## config.mk

```make
export PLATFORM = sky130hd
export DESIGN_NAME = hazard_unit
export DESIGN_NICKNAME = d
export VERILOG_FILES = /design/src/rtl/hazard_unit.sv
export SDC_FILE = /design/constraint.sdc
export NUM_CORES = 1
export LEC_CHECK = 0
export CORE_ASPECT_RATIO = 1.75
export CORE_MARGIN = 2
export CORE_UTILIZATION = 51
export CTS_CLUSTER_DIAMETER = 120
export DETAILED_ROUTE_END_ITERATION = 16
export PLACE_DENSITY = 0.81
export SLEW_MARGIN = 20
export SYNTH_ARGS = -nofsm -noshare
export SYNTH_HDL_FRONTEND = slang
export SYNTH_SLANG_ARGS = --single-unit
```

## constraint.sdc

```tcl
create_clock -name clk -period 3.7 [get_ports clk]
set_input_delay 1.11 -clock clk [delete_from_list [all_inputs] [get_ports clk]]
set_output_delay 1.11 -clock clk [all_outputs]
set_load 0.02 [all_outputs]
```

## src/rtl/hazard_unit.sv

```systemverilog
// hazard_unit: stall/flush/forward resolver for the 5-stage ARM pipeline with saturating event counters.
module hazard_unit #(
    parameter int CNT_W = 16
) (
    input  logic             clk,
    input  logic             reset,
    input  logic [3:0]       RA1D,
    input  logic [3:0]       RA2D,
    input  logic [3:0]       WA3D,
    input  logic             RegWriteM,
    input  logic             RegWriteW,
    input  logic             MemtoRegE,
    input  logic             BranchTakenE,
    input  logic             PCSrcD,
    input  logic             PCSrcE,
    input  logic             PCSrcM,
    input  logic             PCSrcW,
    input  logic             cnt_clr,
    output logic [1:0]       ForwardAE,
    output logic [1:0]       ForwardBE,
    output logic             StallF,
    output logic             StallD,
    output logic             FlushD,
    output logic             FlushE,
    output logic [CNT_W-1:0] stall_cnt,
    output logic [CNT_W-1:0] flush_cnt
);
    logic [3:0] ra1_e, ra2_e, wa3_e, wa3_m, wa3_w;
    logic       valid_e, valid_m, valid_w;
    logic       ldrstall, pcpend;

    always_comb begin
        ldrstall  = MemtoRegE & valid_e & (RA1D == wa3_e | RA2D == wa3_e);
        pcpend    = PCSrcD | PCSrcE | PCSrcM;
        StallF    = ldrstall | pcpend;
        StallD    = ldrstall;
        FlushD    = pcpend | PCSrcW | BranchTakenE;
        FlushE    = ldrstall | BranchTakenE;
        // R15 reads the PC, never a forwarded result
        ForwardAE = (valid_m & RegWriteM & ra1_e == wa3_m & ra1_e != 4'hf) ? 2'b10 :
                    (valid_w & RegWriteW & ra1_e == wa3_w & ra1_e != 4'hf) ? 2'b01 : 2'b00;
        ForwardBE = (valid_m & RegWriteM & ra2_e == wa3_m & ra2_e != 4'hf) ? 2'b10 :
                    (valid_w & RegWriteW & ra2_e == wa3_w & ra2_e != 4'hf) ? 2'b01 : 2'b00;
    end

    always_ff @(posedge clk or negedge reset) begin
        if (!reset) begin
            ra1_e     <= '0;
            ra2_e     <= '0;
            wa3_e     <= '0;
            wa3_m     <= '0;
            wa3_w     <= '0;
            valid_e   <= 1'b0;
            valid_m   <= 1'b0;
            valid_w   <= 1'b0;
            stall_cnt <= '0;
            flush_cnt <= '0;
        end else begin
            ra1_e     <= FlushE ? 4'd0 : RA1D;
            ra2_e     <= FlushE ? 4'd0 : RA2D;
            wa3_e     <= FlushE ? 4'd0 : WA3D;
            valid_e   <= !FlushE;
            wa3_m     <= wa3_e;
            valid_m   <= valid_e;
            wa3_w     <= wa3_m;
            valid_w   <= valid_m;
            stall_cnt <= cnt_clr ? '0 : (StallD && stall_cnt != '1) ? stall_cnt + 1'b1 : stall_cnt;
            flush_cnt <= cnt_clr ? '0 : (FlushE && flush_cnt != '1) ? flush_cnt + 1'b1 : flush_cnt;
        end
    end
endmodule
```

==> results of run 1 <==
area by class of cell:
class / count / area, um^2 / area share
clock buffer: 6 / 72.6 / 0.0195
clock inverter: 2 / 12.5 / 0.00336
inverter: 7 / 26.3 / 0.00705
multi-input combinational: 221 / 1470 / 0.395
sequential: 55 / 1380 / 0.369
tap: 76 / 95.1 / 0.0255
timing repair buffer: 72 / 673 / 0.181
cell usage after synthesis (2+ instances only):
cell type	count	area share
nand3_1	22	0.037
clkbuf_1	10	0.013
nor2b_1	15	0.032
and4_1	4	0.012
o31ai_1	11	0.028
or4_1	10	0.025
a2111oi_0	2	0.0059
nor4_1	5	0.011
o211ai_1	3	0.0076
a21oi_1	18	0.031
or3_1	2	0.0042
xor2_1	18	0.053
nand2b_1	2	0.0042
xnor2_1	2	0.0059
nor2_1	21	0.027
and3_1	18	0.038
dfrtp_1	55	0.47
ha_1	2	0.0085
a211oi_1	9	0.023
o21ai_0	6	0.010
nor4b_1	3	0.0089
mux2_2	15	0.057
nor3_1	3	0.0051
inv_1	6	0.0076
nand4_1	5	0.011
buf_6	3	0.011
nand2_1	17	0.022
buf_2	4	0.0068
stage by stage:
stage | instance area [um^2] | setup TNS (ns)
6_report | 3730 | 0
5_1_grt | 3730 | 0
4_1_cts | 3730 | 0
3_5_place_dp | 3640 | -1.89
3_3_place_gp | 3640 | -1.68
2_1_floorplan | 2950 | 0
sequential cells by signal, indices dropped and copies added (netlist names):
| name | flops |
|---|---|
| wa3_m | 4 |
| valid_w | 1 |
| wa3_e | 4 |
| valid_m | 1 |
| wa3_w | 4 |
| ra1_e | 4 |
| stall_cnt | 16 |
| valid_e | 1 |
| flush_cnt | 16 |
| ra2_e | 4 |
worst max-delay path, stage by stage:
cell             delay (ns)
clkdlybuf4s50_1        0.49
xor2_1                 0.15
nor4_1                 0.06
o211ai_1               0.26
inv_1                  0.11
nor2_2                 0.11
inv_1                  0.06
buf_2                  0.15
logic make-up after synthesis:
logic type,after synthesis
compound gates,53
xor+xnor,20
fa+ha+maj,2
buf+inv,24
flops,55
mux,16
simple gates,130
routing by layer:
layer	routed length (um)	share of wire
met3	237	0.034
met2	3970	0.57
met5	0	0
met1	2580	0.37
met4	138	0.020
power by group through the flow:
stage          Combinational, mW  Clock, mW  Sequential (mW)
3_3_place_gp               0.124          0            0.650
4_1_cts                    0.127      0.331            0.640
5_1_grt                    0.138      0.356            0.642
3_5_place_dp               0.127          0            0.652
6_report                   0.124      0.324            0.640
2_1_floorplan             0.0581          0            0.649
worst min path at each step:
stage / start / end
3_5_place_dp: valid_e / valid_m
5_1_grt: valid_e / valid_m
4_1_cts: valid_e / valid_m
2_1_floorplan: valid_e / valid_m
6_report: valid_e / valid_m
3_3_place_gp: valid_e / valid_m
what timing repair did:
action	4_1_cts	5_1_grt
buffers inserted	2	0
endpoints found under the setup margin	7	2
pin swaps	4	1
resized for setup	26	1
==> results.tsv, run 1 <==
metric	value	unit
status	completed	
coreArea	5590	um^2
via_per_inst	5.77	
ir_worst_vdd	0.000229	V
dieArea	6430	um^2
start_util	0.528	
placement_rows	36	
crit_fanout	2	
ys_seq_area_frac	0.467	
synth_edf_count	0	
routed_wl	6930	um
p_leak	1.59	nW
yosys.area_share.simple	0.246	
final-hold-violation-count	0	
grt_pass1_wl	11200	um
end_kind	output pin	
fill_cells	485	
grt_use_met3	0.0408	
drive_above_1_share	0.113	
rr_endpoint	flush_cnt[5]	
hold_path_class	flop to flop	
synth_compound_area_frac	0.118	
synth_nets	325	
setup_slack	0.0852	ns
rrSetupSlack	1.07	ns
p_sw_frac	0.256	
numPortBuffers	62	
clock_latency	0.30	ns
synth_cell_types	37	
drt_pass1_iterations	4	
place_congestion	0.821	
use_met2	0.413	
final_util	0.667	
clock_sinks	55	
routedWlPerCell	15.8	um
synth_area	2950	um^2
max_freq	0.277	GHz
grt_pass1_vias	2390	
period_share	0.977	
drc	0	
hpwl	4990	um
period_minus_slack	3.61	ns
async_flop_share	1.00	
fin_nets	387	
cap_violations	0	
p_int	809	uW
cts_root_buf	clkbuf_8	
fin_skew	0.00431	ns
cts_buffer_depth	2	
synthMuxAreaShare	0.0607	
critPathKind	input port to output pin	
syn_to_final_growth	26.3	%
stdcell_count	439	
synth-warning-count	0	
synth_ff_type	dfrtp_1	
synth_cells	300	
pwr-share-comb	0.114	
grt_max_degree	50	
cts_tree	built	
worst_slew_pin_slew	0.691	ns
pwr-share-seq	0.588	
post-place-ws	-0.426	ns
cp-start-kind	input port	
top_level_ports	63	
required	2.59	ns
use_met1	0.252	
dp.cells	430	
drt-initial-drc-count	92	
rr_startpoint	wa3_e[2]	
dieHeight	105	um
vias	2535	
grt_setup_unrepaired	false	
layout_common_cells	dfrtp_1, clkdlybuf4s50_1, nand3_1	
crit_start	RA2D[1]	
path_clk_slew	0.09	ns
htreeDepth	2	
synthXorXnorAreaFrac	0.0594	
power	1.09	mW
power_switching	278	uW
max_slew_margin	0.540	
final_antenna_net_count	0	
r2r.worst_path.cells	8	
die_w	61.5	um
numCtsBuffers	5	
final_common_cell	dfrtp_1	
grt_remaining_overflow	0	
avgSynthCellArea	9.83	um^2
fin_hold_ws	0.417	ns
powerDensity	292	nW/um^2
cp.arrival	2.50	ns
synth_adder_area_share	0.00849	
antenna_found_initial	0	
grtUsageTotal	0.227	
postCtsHoldBufs	0	
setup_viol	0	
yosys_register_bits	55	
p_clk_frac	0.298	
drv_slew	0	
synth_top_family_by_area	simple AND/OR/NAND/NOR gates	
diodes	0	
busiest_layer	met2	
whs_path_depth	0	
cp-endpoint	FlushE	
(Power assumes the default switching activity.)
==> inputs of run 2 (changes only) <==
SETUP_SLACK_MARGIN = 0.02   (was default)
clock period = 4.1 ns   (was 3.7 ns; I/O delays follow)
==> results.tsv, run 2 (same netlist as run 1, synthesis figures left out) <==
metric	value	unit	change
drc	0		unchanged
drt-initial-drc-count	118		+28%
status	completed		
post-place-ws	-0.285	ns	+0.142 ns
path_clk_slew	0.10	ns	about the same
clock_sinks	55		unchanged
die_w	61.5	um	unchanged
grt_remaining_overflow	0		unchanged
coreArea	5590	um^2	unchanged
cts_buffer_depth	2		unchanged
end_kind	output pin		
powerDensity	261	nW/um^2	-10%
critPathKind	input port to output pin		
postCtsHoldBufs	0		unchanged
hold_path_class	flop to flop		
grt_setup_unrepaired	false		
grtUsageTotal	0.228		+0.00130
largestRegisters	flush_cnt (16), stall_cnt (16)		
place_congestion	0.785		-4.3%
clock_latency	0.30	ns	about the same
required	2.87	ns	+0.28 ns
max_freq	0.252	GHz	
crit_fanout	2		unchanged
fin_skew	0.0112	ns	+0.00693 ns
fin_nets	387		unchanged
final_antenna_net_count	0		unchanged
cap_violations	0		unchanged
p_sw_frac	0.256		about the same
start_util	0.528		unchanged
r2r.worst_path.cells	7		-1
diodes	0		unchanged
cts_tree	built		
htreeDepth	2		unchanged
min-delay-start	valid_e		
p_int	732	uW	-9.5%
max_slew_margin	0.581		+0.0411
cts_root_buf	clkbuf_8		
pwr-share-comb	0.117		+0.003
drive_above_1_share	0.116		+0.00275
hold_end	valid_m		
grt_pass1_vias	2457		+2.8%
setup_viol	0		unchanged
vias	2555		+0.79%
worst_slew_pin_slew	0.629	ns	-0.0616 ns
antenna_found_initial	0		unchanged
routed_wl	7070	um	+2.1%
dpl_cell_area	3640	um^2	unchanged
hpwl	5050	um	+1.3%
power_switching	252	uW	-9.4%
dieArea	6430	um^2	unchanged
via_per_inst	5.82		+0.79%
tns	0	ns	unchanged
final_common_cell	dfrtp_1		
grt_pass1_wl	11300	um	+1.2%
rrSetupSlack	1.64	ns	+0.57 ns
top_level_ports	63		unchanged
ir_worst_vdd	0.000178	V	-22%
dieHeight	105	um	unchanged
fill_cells	471		-2.9%
period_share	0.968		
drv_slew	0		unchanged
final-hold-violation-count	0		unchanged
p_leak	1.66	nW	+3.8%
numCtsBuffers	5		unchanged
cp.arrival	2.74	ns	+0.24 ns
placement_rows	36		unchanged
cp-start-kind	input port		
p_clk_frac	0.297		about the same
period_minus_slack	3.97	ns	
syn_to_final_growth	27.7	%	
rr_endpoint	flush_cnt[5]		
pwr-share-seq	0.587		about the same
routedWlPerCell	16.1	um	+2.1%
fin_area	3770	um^2	+1.1%
rr_startpoint	wa3_e[2]		
numPortBuffers	62		unchanged
drt_pass1_iterations	4		unchanged
grt_max_degree	50		unchanged
layout_common_cells	dfrtp_1, clkdlybuf4s50_1, nand3_1		
setup_slack	0.130	ns	+0.0450 ns
whs_path_depth	0		unchanged
final_util	0.674		+0.00717
## run 2: changes by cell type in the layout (fill, tap and decap cells not counted), sizes merged
cell	previous run	this run
dlymetal6s2s	1	8
buf	14	12
clkbuf	6	7
dlygate4sd2	9	2
clkdlybuf4s15	0	1
## run 2: repair_timing
item	in CTS	in global routing
pin swaps	3	3
setup buffers	1	0
endpoints found under the setup margin	5	5
resized for setup	11	15
## run 2: layer usage
metal,track usage,up-vias,share of wire
met4,0.0805,0,0.017
met5,0,-,0
met3,0.0384,8,0.036
li1,-,1226,-
met1,0.274,1247,0.38
met2,0.392,74,0.57
## run 2: how the worst max path moves through the flow
stage                       start     end  depth (start not counted)  slack [ns]
final                     RA2D[1]  FlushE                          8        0.13
after global routing      RA2D[1]  FlushE                          8        0.03
after CTS                 RA1D[3]  FlushE                          8        0.04
after detailed placement  RA1D[2]  StallF                          7       -0.28
after global placement    RA2D[3]  FlushE                          8       -0.27
after floorplan           RA2D[1]  StallF                          7        0.42
## run 2: critical path, stage by stage
cell	delay (ns)
clkdlybuf4s50_1	0.49
xor2_1	0.18
nor4_2	0.05
o211ai_1	0.26
inv_1	0.11
nor2_2	0.11
inv_1	0.06
clkdlybuf4s15_2	0.25
## run 2: power groups by stage
stage	clock (mW)	sequential (mW)	combinational (mW)
after floorplan	0	0.586	0.0524
after global placement	0	0.587	0.112
after detailed placement	0	0.588	0.114
after CTS	0.297	0.577	0.114
after global routing	0.317	0.580	0.127
final	0.292	0.577	0.115
## run 2: stage by stage
step	total power, mW	hold slack, ns	instances
floorplan	0.638	0.354	300
global placement	0.699	0.396	430
detailed placement	0.702	0.398	430
CTS	0.988	0.409	439
global route	1.02	0.406	439
finish	0.984	0.401	439
## run 2: final cells by class
| class | count | area (um^2) | area share |
|---|---|---|---|
| clock buffers | 6 | 72.6 | 0.0193 |
| clock inverters | 2 | 12.5 | 0.00332 |
| inverters | 7 | 26.3 | 0.00698 |
| multi-input cells | 221 | 1480 | 0.392 |
| flip-flops and latches | 55 | 1380 | 0.365 |
| well taps | 76 | 95.1 | 0.0252 |
| repair buffers | 72 | 706 | 0.187 |
